--- src/rtl/ctrl_decode_stage_pkg.sv ---
// Shared decode definitions for the ID stage: opcodes, functs, ALU codes and the control word.
// Optional build macro JAL_EN adds jal/jr; the fields exist in both builds.
package ctrl_pkg;

  localparam logic [5:0] OP_RTYPE = 6'b000000;
  localparam logic [5:0] OP_J     = 6'b000010;
  localparam logic [5:0] OP_JAL   = 6'b000011;
  localparam logic [5:0] OP_BEQ   = 6'b000100;
  localparam logic [5:0] OP_BNE   = 6'b000101;
  localparam logic [5:0] OP_BGTZ  = 6'b000111;
  localparam logic [5:0] OP_ADDI  = 6'b001000;
  localparam logic [5:0] OP_SLTI  = 6'b001010;
  localparam logic [5:0] OP_ANDI  = 6'b001100;
  localparam logic [5:0] OP_ORI   = 6'b001101;
  localparam logic [5:0] OP_XORI  = 6'b001110;
  localparam logic [5:0] OP_LW    = 6'b100011;
  localparam logic [5:0] OP_SW    = 6'b101011;

  localparam logic [5:0] FN_SLL = 6'b000000;
  localparam logic [5:0] FN_SRL = 6'b000010;
  localparam logic [5:0] FN_JR  = 6'b001000;

  localparam logic [3:0] ALU_ADD   = 4'b0000;
  localparam logic [3:0] ALU_SUB   = 4'b0001;
  localparam logic [3:0] ALU_RTYPE = 4'b0010;
  localparam logic [3:0] ALU_ADDI  = 4'b0011;
  localparam logic [3:0] ALU_ANDI  = 4'b0100;
  localparam logic [3:0] ALU_ORI   = 4'b0101;
  localparam logic [3:0] ALU_SLTI  = 4'b0110;
  localparam logic [3:0] ALU_XORI  = 4'b0111;
  localparam logic [3:0] ALU_SLL   = 4'b1000;
  localparam logic [3:0] ALU_SRL   = 4'b1001;
  localparam logic [3:0] ALU_ROTR  = 4'b1011;

  typedef enum logic [1:0] {
    BR_NONE = 2'b00,
    BR_BEQ  = 2'b01,
    BR_BNE  = 2'b10,
    BR_BGTZ = 2'b11
  } br_type_t;

  typedef struct packed {
    logic       reg_dst;
    br_type_t   branch_type;
    logic       jump;
    logic       mem_to_read;
    logic       mem_to_reg;
    logic       mem_to_write;
    logic       alu_src_a;
    logic       alu_src_b;
    logic       reg_write;
    logic       link;
    logic       jr;
    logic [3:0] alu_op;
    logic       illegal;
  } ctrl_word_t;

  function automatic logic [3:0] imm_alu_op(input logic [5:0] op);
    case (op)
      OP_ADDI: return ALU_ADDI;
      OP_ANDI: return ALU_ANDI;
      OP_ORI:  return ALU_ORI;
      OP_SLTI: return ALU_SLTI;
      OP_XORI: return ALU_XORI;
      default: return ALU_ADD;
    endcase
  endfunction

endpackage

--- src/rtl/ctrl_decode_stage_if.sv ---
// IF/ID-side inputs and ID/EX-side outputs of the decode stage.
// With JAL_EN defined the link_o/jr_o signals are present.
interface ctrl_decode_stage_if #(
  parameter int REG_ADDR_W = 5,
  parameter int ALU_OP_W   = 4,
  parameter int CNT_W      = 16
) ();
  logic                  valid_i;
  logic [31:0]           instr_i;
  logic                  stall_i;
  logic                  flush_i;
  logic                  stall_o;
  logic                  valid_o;
  logic [REG_ADDR_W-1:0] rs_o;
  logic [REG_ADDR_W-1:0] rt_o;
  logic [REG_ADDR_W-1:0] dst_o;
  logic [1:0]            branchType_o;
  logic                  jump_o;
  logic                  memToRead_o;
  logic                  memToReg_o;
  logic                  memToWrite_o;
  logic                  aluSrcA_o;
  logic                  aluSrcB_o;
  logic                  regWrite_o;
  logic [ALU_OP_W-1:0]   aluOp_o;
  logic                  illegal_o;
  logic [CNT_W-1:0]      hazard_cnt_o;
`ifdef JAL_EN
  logic                  link_o;
  logic                  jr_o;

  modport master (
    output valid_i, instr_i, stall_i, flush_i,
    input  stall_o, valid_o, rs_o, rt_o, dst_o, branchType_o, jump_o, memToRead_o,
           memToReg_o, memToWrite_o, aluSrcA_o, aluSrcB_o, regWrite_o, aluOp_o,
           illegal_o, hazard_cnt_o, link_o, jr_o
  );
  modport slave (
    input  valid_i, instr_i, stall_i, flush_i,
    output stall_o, valid_o, rs_o, rt_o, dst_o, branchType_o, jump_o, memToRead_o,
           memToReg_o, memToWrite_o, aluSrcA_o, aluSrcB_o, regWrite_o, aluOp_o,
           illegal_o, hazard_cnt_o, link_o, jr_o
  );
`else
  modport master (
    output valid_i, instr_i, stall_i, flush_i,
    input  stall_o, valid_o, rs_o, rt_o, dst_o, branchType_o, jump_o, memToRead_o,
           memToReg_o, memToWrite_o, aluSrcA_o, aluSrcB_o, regWrite_o, aluOp_o,
           illegal_o, hazard_cnt_o
  );
  modport slave (
    input  valid_i, instr_i, stall_i, flush_i,
    output stall_o, valid_o, rs_o, rt_o, dst_o, branchType_o, jump_o, memToRead_o,
           memToReg_o, memToWrite_o, aluSrcA_o, aluSrcB_o, regWrite_o, aluOp_o,
           illegal_o, hazard_cnt_o
  );
`endif
endinterface

--- src/rtl/ctrl_decode_comb.sv ---
// Pure combinational instruction -> control word decoder, shared with the single-cycle core.
// JAL_EN adds jal and jr decoding.
module ctrl_decode_comb
  import ctrl_pkg::*;
(
  input  logic [31:0] instr,
  output ctrl_word_t  ctrl,
  output logic        uses_rt
);

  logic [5:0] op;
  logic [5:0] funct;
  logic       unused_bits;

  assign op          = instr[31:26];
  assign funct       = instr[5:0];
  assign unused_bits = ^{instr[25:22], instr[20:6]};

  // opcode/funct decode; every field starts at zero so unlisted signals stay low
  always_comb begin
    ctrl    = '0;
    uses_rt = 1'b0;
    case (op)
      OP_RTYPE: begin
        ctrl.reg_dst   = 1'b1;
        ctrl.reg_write = 1'b1;
        ctrl.alu_op    = ALU_RTYPE;
        uses_rt        = 1'b1;
        case (funct)
          FN_SLL: begin
            ctrl.alu_op    = ALU_SLL;
            ctrl.alu_src_a = 1'b1;
          end
          FN_SRL: begin
            ctrl.alu_op    = instr[21] ? ALU_ROTR : ALU_SRL;
            ctrl.alu_src_a = 1'b1;
          end
`ifdef JAL_EN
          FN_JR: begin
            ctrl.jump      = 1'b1;
            ctrl.reg_write = 1'b0;
            ctrl.jr        = 1'b1;
          end
`endif
          default: ctrl.alu_op = ALU_RTYPE;
        endcase
      end
      OP_ADDI, OP_ANDI, OP_ORI, OP_SLTI, OP_XORI: begin
        ctrl.alu_op    = imm_alu_op(op);
        ctrl.alu_src_b = 1'b1;
        ctrl.reg_write = 1'b1;
      end
      OP_LW: begin
        ctrl.alu_op      = ALU_ADD;
        ctrl.alu_src_b   = 1'b1;
        ctrl.mem_to_read = 1'b1;
        ctrl.mem_to_reg  = 1'b1;
        ctrl.reg_write   = 1'b1;
      end
      OP_SW: begin
        ctrl.alu_op       = ALU_ADD;
        ctrl.alu_src_b    = 1'b1;
        ctrl.mem_to_write = 1'b1;
        uses_rt           = 1'b1;
      end
      OP_BEQ: begin
        ctrl.alu_op      = ALU_SUB;
        ctrl.branch_type = BR_BEQ;
        uses_rt          = 1'b1;
      end
      OP_BNE: begin
        ctrl.alu_op      = ALU_SUB;
        ctrl.branch_type = BR_BNE;
        uses_rt          = 1'b1;
      end
      OP_BGTZ: begin
        ctrl.alu_op      = ALU_SUB;
        ctrl.branch_type = BR_BGTZ;
      end
      OP_J: ctrl.jump = 1'b1;
`ifdef JAL_EN
      OP_JAL: begin
        ctrl.jump      = 1'b1;
        ctrl.reg_write = 1'b1;
        ctrl.link      = 1'b1;
      end
`endif
      default: ctrl.illegal = 1'b1;
    endcase
  end

endmodule

--- src/rtl/ctrl_decode_stage.sv ---
// ID stage: decode, load-use hazard detection, stall/flush priority and the ID/EX register.
// JAL_EN adds jal/jr support and the link_o/jr_o outputs.
module ctrl_decode_stage
  import ctrl_pkg::*;
#(
  parameter int REG_ADDR_W = 5,
  parameter int ALU_OP_W   = 4,
  parameter int CNT_W      = 16
) (
  input logic                 clk_i,
  input logic                 rst_i,
  ctrl_decode_stage_if.slave  bus
);

  ctrl_word_t            dec;
  ctrl_word_t            load_word;
  ctrl_word_t            word_q;
  logic                  uses_rt;
  logic                  hazard;
  logic                  valid_q;
  logic [REG_ADDR_W-1:0] rs, rt, rd, dst;
  logic [REG_ADDR_W-1:0] rs_q, rt_q, dst_q;
  logic [CNT_W-1:0]      cnt_q;
  logic                  unused_bits;

  ctrl_decode_comb u_dec (
    .instr   (bus.instr_i),
    .ctrl    (dec),
    .uses_rt (uses_rt)
  );

  assign rs = REG_ADDR_W'(bus.instr_i[25:21]);
  assign rt = REG_ADDR_W'(bus.instr_i[20:16]);
  assign rd = REG_ADDR_W'(bus.instr_i[15:11]);

  // destination resolution and the word loaded when nothing blocks the slot
  always_comb begin
    if (dec.link) begin
      dst = REG_ADDR_W'(5'd31);
    end else if (dec.reg_dst) begin
      dst = rd;
    end else begin
      dst = rt;
    end
    load_word = '0;
    if (bus.valid_i) begin
      load_word = dec;
      if (dst == '0) begin
        load_word.reg_write = 1'b0;
      end else begin
        load_word.reg_write = dec.reg_write;
      end
    end else begin
      load_word = '0;
    end
  end

  assign hazard = valid_q && word_q.mem_to_read && (dst_q != '0) && bus.valid_i &&
                  ((dst_q == rs) || (uses_rt && (dst_q == rt)));

  assign bus.stall_o = bus.stall_i | (hazard & ~bus.flush_i);

  // ID/EX register: reset > stall > flush > hazard bubble > load
  always_ff @(posedge clk_i) begin
    if (rst_i) begin
      valid_q <= 1'b0;
      word_q  <= '0;
      rs_q    <= '0;
      rt_q    <= '0;
      dst_q   <= '0;
      cnt_q   <= '0;
    end else if (bus.stall_i) begin
      valid_q <= valid_q;
      word_q  <= word_q;
      rs_q    <= rs_q;
      rt_q    <= rt_q;
      dst_q   <= dst_q;
      cnt_q   <= cnt_q;
    end else if (bus.flush_i || hazard) begin
      valid_q <= 1'b0;
      word_q  <= '0;
      rs_q    <= '0;
      rt_q    <= '0;
      dst_q   <= '0;
      if (!bus.flush_i && (cnt_q != '1)) begin
        cnt_q <= cnt_q + CNT_W'(1);
      end
    end else begin
      valid_q <= bus.valid_i;
      word_q  <= load_word;
      rs_q    <= bus.valid_i ? rs  : '0;
      rt_q    <= bus.valid_i ? rt  : '0;
      dst_q   <= bus.valid_i ? dst : '0;
    end
  end

  assign bus.valid_o      = valid_q;
  assign bus.rs_o         = rs_q;
  assign bus.rt_o         = rt_q;
  assign bus.dst_o        = dst_q;
  assign bus.branchType_o = word_q.branch_type;
  assign bus.jump_o       = word_q.jump;
  assign bus.memToRead_o  = word_q.mem_to_read;
  assign bus.memToReg_o   = word_q.mem_to_reg;
  assign bus.memToWrite_o = word_q.mem_to_write;
  assign bus.aluSrcA_o    = word_q.alu_src_a;
  assign bus.aluSrcB_o    = word_q.alu_src_b;
  assign bus.regWrite_o   = word_q.reg_write;
  assign bus.aluOp_o      = ALU_OP_W'(word_q.alu_op);
  assign bus.illegal_o    = word_q.illegal;
  assign bus.hazard_cnt_o = cnt_q;
`ifdef JAL_EN
  assign bus.link_o       = word_q.link;
  assign bus.jr_o         = word_q.jr;
`endif
  assign unused_bits      = ^{word_q.reg_dst, word_q.link, word_q.jr};

endmodule

--- src/flat_wrapper.sv ---
// flat-port wrapper written by rule: the top's interface ports become plain ports
module ctrl_decode_stage_flat import ctrl_pkg::*;
#(
  parameter int REG_ADDR_W = 5,
  parameter int ALU_OP_W   = 4,
  parameter int CNT_W      = 16
)
  (clk_i, rst_i, bus_valid_i, bus_instr_i, bus_stall_i, bus_flush_i, bus_stall_o, bus_valid_o, bus_rs_o, bus_rt_o, bus_dst_o, bus_branchType_o, bus_jump_o, bus_memToRead_o, bus_memToReg_o, bus_memToWrite_o, bus_aluSrcA_o, bus_aluSrcB_o, bus_regWrite_o, bus_aluOp_o, bus_illegal_o, bus_hazard_cnt_o);
  ctrl_decode_stage_if #(.REG_ADDR_W(REG_ADDR_W), .ALU_OP_W(ALU_OP_W), .CNT_W(CNT_W)) bus_i ();
  input logic clk_i;
  input logic rst_i;
  input wire logic [$bits(bus_i.valid_i)-1:0] bus_valid_i;
  input wire logic [$bits(bus_i.instr_i)-1:0] bus_instr_i;
  input wire logic [$bits(bus_i.stall_i)-1:0] bus_stall_i;
  input wire logic [$bits(bus_i.flush_i)-1:0] bus_flush_i;
  output wire logic [$bits(bus_i.stall_o)-1:0] bus_stall_o;
  output wire logic [$bits(bus_i.valid_o)-1:0] bus_valid_o;
  output wire logic [$bits(bus_i.rs_o)-1:0] bus_rs_o;
  output wire logic [$bits(bus_i.rt_o)-1:0] bus_rt_o;
  output wire logic [$bits(bus_i.dst_o)-1:0] bus_dst_o;
  output wire logic [$bits(bus_i.branchType_o)-1:0] bus_branchType_o;
  output wire logic [$bits(bus_i.jump_o)-1:0] bus_jump_o;
  output wire logic [$bits(bus_i.memToRead_o)-1:0] bus_memToRead_o;
  output wire logic [$bits(bus_i.memToReg_o)-1:0] bus_memToReg_o;
  output wire logic [$bits(bus_i.memToWrite_o)-1:0] bus_memToWrite_o;
  output wire logic [$bits(bus_i.aluSrcA_o)-1:0] bus_aluSrcA_o;
  output wire logic [$bits(bus_i.aluSrcB_o)-1:0] bus_aluSrcB_o;
  output wire logic [$bits(bus_i.regWrite_o)-1:0] bus_regWrite_o;
  output wire logic [$bits(bus_i.aluOp_o)-1:0] bus_aluOp_o;
  output wire logic [$bits(bus_i.illegal_o)-1:0] bus_illegal_o;
  output wire logic [$bits(bus_i.hazard_cnt_o)-1:0] bus_hazard_cnt_o;
  assign bus_i.valid_i = bus_valid_i;
  assign bus_i.instr_i = bus_instr_i;
  assign bus_i.stall_i = bus_stall_i;
  assign bus_i.flush_i = bus_flush_i;
  assign bus_stall_o = bus_i.stall_o;
  assign bus_valid_o = bus_i.valid_o;
  assign bus_rs_o = bus_i.rs_o;
  assign bus_rt_o = bus_i.rt_o;
  assign bus_dst_o = bus_i.dst_o;
  assign bus_branchType_o = bus_i.branchType_o;
  assign bus_jump_o = bus_i.jump_o;
  assign bus_memToRead_o = bus_i.memToRead_o;
  assign bus_memToReg_o = bus_i.memToReg_o;
  assign bus_memToWrite_o = bus_i.memToWrite_o;
  assign bus_aluSrcA_o = bus_i.aluSrcA_o;
  assign bus_aluSrcB_o = bus_i.aluSrcB_o;
  assign bus_regWrite_o = bus_i.regWrite_o;
  assign bus_aluOp_o = bus_i.aluOp_o;
  assign bus_illegal_o = bus_i.illegal_o;
  assign bus_hazard_cnt_o = bus_i.hazard_cnt_o;
  ctrl_decode_stage #(.REG_ADDR_W(REG_ADDR_W), .ALU_OP_W(ALU_OP_W), .CNT_W(CNT_W)) u_core (.clk_i(clk_i), .rst_i(rst_i), .bus(bus_i));
endmodule
--- config.mk ---
export PLATFORM = sky130hd
export DESIGN_NAME = ctrl_decode_stage_flat
export DESIGN_NICKNAME = d
export VERILOG_FILES = /design/src/rtl/ctrl_decode_stage_pkg.sv /design/src/rtl/ctrl_decode_stage_if.sv /design/src/rtl/ctrl_decode_comb.sv /design/src/rtl/ctrl_decode_stage.sv /design/src/flat_wrapper.sv
export SDC_FILE = /design/constraint.sdc
export NUM_CORES = 1
export LEC_CHECK = 0
export ABC_AREA = 1
export CORE_UTILIZATION = 40
export CTS_BUF_LIST = sky130_fd_sc_hd__clkbuf_16
export DETAILED_ROUTE_END_ITERATION = 6
export DONT_BUFFER_PORTS = 1
export GPL_ROUTABILITY_DRIVEN = 0
export PLACE_DENSITY = 0.64
export SLEW_MARGIN = 20
export SYNTH_ARGS = -nofsm -noshare
export SYNTH_HDL_FRONTEND = slang
export SYNTH_HIERARCHICAL = 1
export SYNTH_SLANG_ARGS = --single-unit
--- constraint.sdc ---
create_clock -name clk_i -period 3 [get_ports clk_i]
set_input_delay 0.9 -clock clk_i [delete_from_list [all_inputs] [get_ports clk_i]]
set_output_delay 0.9 -clock clk_i [all_outputs]
set_load 0.02 [all_outputs]
# Yosys cells after proc, flatten, opt, wreduce, memory -nomap -nowiden
# Index checks and enable logic that the tools add are counted.
# op_classes
add_sub_neg	1
mul	0
div_mod_pow	0
magnitude_cmp	0
eq_ne	15
shifts	0
mux	26
n_bitwise	4
reduce_logical	21
# op_table
cell	count
5-bit two-way mux	7
16-bit two-way mux	2
6-bit by 4-bit == test with 1-bit output, second input constant	5
6-bit by 3-bit == test with 1-bit output, second input constant	3
16-bit by 1-bit adder with 16-bit output, second input constant	1
16-bit inequality test, second input constant	1
3-bit case mux with 5 select lines	1
7-bit OR reduction	2
6-bit by 2-bit == test with 1-bit output, second input constant	2
6-bit == test, second input constant	2
6-bit logical NOT	2
4-bit case mux with 3 select lines	1
12-bit OR reduction	1
1-bit two-way mux	11
5-bit == test	2
4-bit case mux with 2 select lines	1
1-bit logical AND	6
2-bit case mux with 3 select lines	1
5-bit logical NOT	1
5-bit nonzero test	1
5-bit OR reduction	1
2-bit two-way mux	2
4-bit OR reduction	1
3-bit AND reduction	1
7 further kinds	9
# totals
reg_bits	46
latchBits	0
ram_bits	0
romBits	0
input_bits	37
wordCells	82
n_memories	0

# Depth between registers and ports, before layout
# depth
depth_word	8
ltp_mapped	14

# By module
# The synthesis kept the hierarchy.
# modules_own_cells
mod	n_inst	cells_each	area_per_inst_um2	seq_area_each_um2
ctrl_decode_stage	1	338	2332.2	920.9
ctrl_decode_comb	1	68	342.8	0.0

# Worst setup path after synthesis
# OpenSTA, ideal clock, no wires.
# synth_timing
path_type	input-to-output
from	input port bus_instr_i[26]
to	output port bus_stall_o
arrival_ns	2.210
required_ns	2.100
setup_slack_ns	-0.110
stages	10
path_buffers	1
cell_sequence	nor2_1 > nand3_2 > nand3_1 > nand2_1 > nor2_1 > nand3_1 > nand2_2 > nand2_1 > buf_2 > o21bai_1
# synth_via
elab_chain_cells	8
elab_cells_between_ends	11
# synth_lines
element	line	text
start, declared	flat_wrapper.sv:13	input wire logic [$bits(bus_i.instr_i)-1:0] bus_instr_i;
6-bit by 3-bit == test with 1-bit output (tied with other cells)	ctrl_decode_comb.sv:23	case (op)
4-bit OR reduction (no line) (*)	--	
1-bit two-way mux (*)	ctrl_decode_comb.sv:23	
net u_core.uses_rt	ctrl_decode_stage.sv:18	logic uses_rt;
1-bit logical AND (*)	ctrl_decode_stage.sv:59	((dst_q == rs) || (uses_rt && (dst_q == rt)));
1-bit logical OR (*)	ctrl_decode_stage.sv:59	
1-bit logical AND (*)	ctrl_decode_stage.sv:58	assign hazard = valid_q && word_q.mem_to_read && (dst_q != '0) && bus.valid_i &&
1-bit bitwise AND (*)	ctrl_decode_stage.sv:61	assign bus.stall_o = bus.stall_i | (hazard & ~bus.flush_i);
1-bit OR (*)	ctrl_decode_stage.sv:61	
end, declared	flat_wrapper.sv:16	output wire logic [$bits(bus_i.stall_o)-1:0] bus_stall_o;
# The timed path passes the listed nets; every way through them passes the cells marked *.

# Final worst setup path
# layout_timing
from	input port bus_instr_i[27]
to	output port bus_stall_o
# Same word-level chain as after synthesis.

==> results.yml <==
timing:
  whs_ns: 0.552
  finalSetupViolCount: 0
  hold_viol: 0
  fin_crit_sh_pct: 97.7
  fin_crit_ns: 2.93
  skew_ns: 0.00819
  fmax_mhz: 341
  slew_violations: 0
die:
  die_y_um: 83.7
  rows: 29
  ios: 84
  dieArea_um2: 7000
  start_util_pct: 41.8
  core_region_area_um2: 6390
  dieWidth_um: 83.7
cells_and_area:
  area_growth_syn_to_layout_pct: 8.26
  nets: 436
  final_cells: 476
  drive_gt1_share_pct: 10.3
  antenna-diode-count: 0
clock_network:
  clk_latency_ns: 0.29
  clockBufferDepth: 2
  cts.sinks: 46
  hold_buffers: 0
  root_buffer: "clkbuf_16"
  cts_tree: "yes"
  clk_pin_slew_ns: 0.06
  cts_buffers: 5
  cts.htree.levels: 2
setup_path:
  cp_slowest_cell: "nor3_4"
  critPathMaxStageDelay_ns: 0.20
  crit_top_cell: "nand3_1"
  path_cells: "nand2_4 > nor3_4 > nand3_1 > nand3_1 > nand2_1 > nor2_1 > nand3_1 > nand2_2 > nand2_4 > o21bai_4 > buf_6"
  crit_fanout: 5
  worstSetupStartpointType: "input port"
  cp-end-kind: "output pin"
  crit_required_ns: 2.10
  crit_type: "input port to output pin"
  arrival_ns: 2.03
global_route:
  gr-total-overflow: 0
  grt-busiest-layer: "met2"
  grt_pass1_wl_um: 11100
  grt_use_met2_pct: 30.6
  use_met1_pct: 26.9
  use_met3_pct: 4.95
  grt_use_total_pct: 19.6
  grt_pass1_vias: 2232
  grt_max_degree: 47
  grt_antenna_before_repair: 0
synthesis:
  netlist_instances: 405
  yosysWarnings: 6
  syn-cell-area_um2: 2670
  synthesis.nets: 443
  syn_avg_cell_area_um2: 6.59
routing:
  ant_nets: 0
  vias: 2507
  drcViolationCount: 0
  first_pass_iters: 5
  wire_per_inst_um: 14.1
  viasPerCell: 5.27
  drtIter0Drc: 149
  routed_wl_um: 6740
power:
  vdd_drop_max_mv: 0.304
  power_mw: 1.25
  power.leakage_nw: 1.15
  p_sw_uw: 292
  p_clk_share_pct: 43.0
  pwr-share-comb_pct: 6.1
  p_sw_share_pct: 23.5
  powerDensity_nw_per_um2: 431
  seqPwrFrac_pct: 50.9
  internal-power_uw: 953
placed_design:
  dp_hpwl_um: 4880
  port_buffers: 0
  place_inst: 467
outcome:
  status: "completed"
min_path:
  worstHoldPathType: "flip-flop to flip-flop"
run:
  cap_viol_max_count: 0
==> layout by cell type, fill, tap and decap left out, drive strengths merged <==
| cell | count |
|---|---|
| conb | 1 |
| nand3 | 49 |
| buf | 7 |
| clkinv | 2 |
| a21oi | 48 |
| a211oi | 1 |
| o21ai | 6 |
| nand2 | 123 |
| inv | 39 |
| nor2 | 37 |
| nor4 | 1 |
| xor2 | 5 |
| nand4 | 10 |
| ha | 1 |
| xnor2 | 9 |
| o21bai | 2 |
| clkinvlp | 1 |
| nor3 | 6 |
| clkbuf | 5 |
| dfxtp | 46 |
==> timing repair <==
action,CTS,global route
buffers inserted,0,1
resized for setup,0,7
setup endpoints to repair,0,1
==> flip-flops by register name, indices dropped and copies added (netlist names), 2 cells and up <==
name / count
u_core/bus.aluOp_o: 4
u_core/bus.branchType_o: 2
u_core/bus.dst_o: 5
u_core/bus.hazard_cnt_o: 16
u_core/bus.rs_o: 5
u_core/bus.rt_o: 5
==> cell type report <==
cell class / count / area [um2]
well taps: 77 / 96.3
repair buffers: 7 / 56.3
fillers: 666 / 3500
clock inverters: 3 / 16.3
clock buffers: 5 / 125
flip-flops and latches: 46 / 921
inverters: 39 / 146
multi-input cells: 299 / 1530
==> power by group through the flow <==
| stage | combinational, mW | sequential, mW | clock (mW) |
|---|---|---|---|
| final | 0.0759 | 0.634 | 0.536 |
| after detailed placement | 0.0723 | 0.648 | 0 |
| after global placement | 0.0714 | 0.648 | 0 |
| after CTS | 0.0726 | 0.634 | 0.549 |
| after floorplan | 0.0734 | 0.645 | 0 |
| after global routing | 0.0872 | 0.635 | 0.572 |
==> worst max-delay path: cells and delay by family <==
| family | cells | cell delay, ns |
|---|---|---|
| and+or+nand+nor | 9 | 0.85 |
| AOI/OAI and AO/OA | 1 | 0.13 |
| buffers and inverters | 1 | 0.13 |
==> per-layer routing <==
metal | up-vias | part of all wire (%)
met1 | 1131 | 46
met3 | 8 | 7.3
met4 | 0 | 1.3
met2 | 82 | 45
met5 | - | 0
li1 | 1286 | -
==> final timing paths <==
path / from / endpoint / slack [ns] / cells after the start
setup reg to reg: u_core/bus.hazard_cnt_o[0]$_SDFFE_PP0P_ / u_core/bus.hazard_cnt_o[14]$_SDFFE_PP0P_ / 1.01 / 7
setup / recovery: bus_instr_i[27] / bus_stall_o / 0.07 / 11
hold reg to reg: u_core/bus.branchType_o[0]$_SDFFE_PP0N_ / u_core/bus.branchType_o[0]$_SDFFE_PP0N_ / 0.55 / 2
hold / removal: u_core/bus.branchType_o[0]$_SDFFE_PP0N_ / u_core/bus.branchType_o[0]$_SDFFE_PP0N_ / 0.55 / 2
==> stage by stage <==
step           worst slack (ns)  cell area [um2]  utilization, %  TNS, ns
2_1_floorplan           0.00636             2670               -        0
3_3_place_gp             0.0946             2710            42.4        0
3_5_place_dp             0.0846             2710            42.4        0
4_1_cts                  0.0824             2850            44.6        0
5_1_grt                 -0.0169             2890            45.2  -0.0169
6_report                 0.0691             2890            45.2        0
No activity file was read; power rests on OpenSTA's default activity.
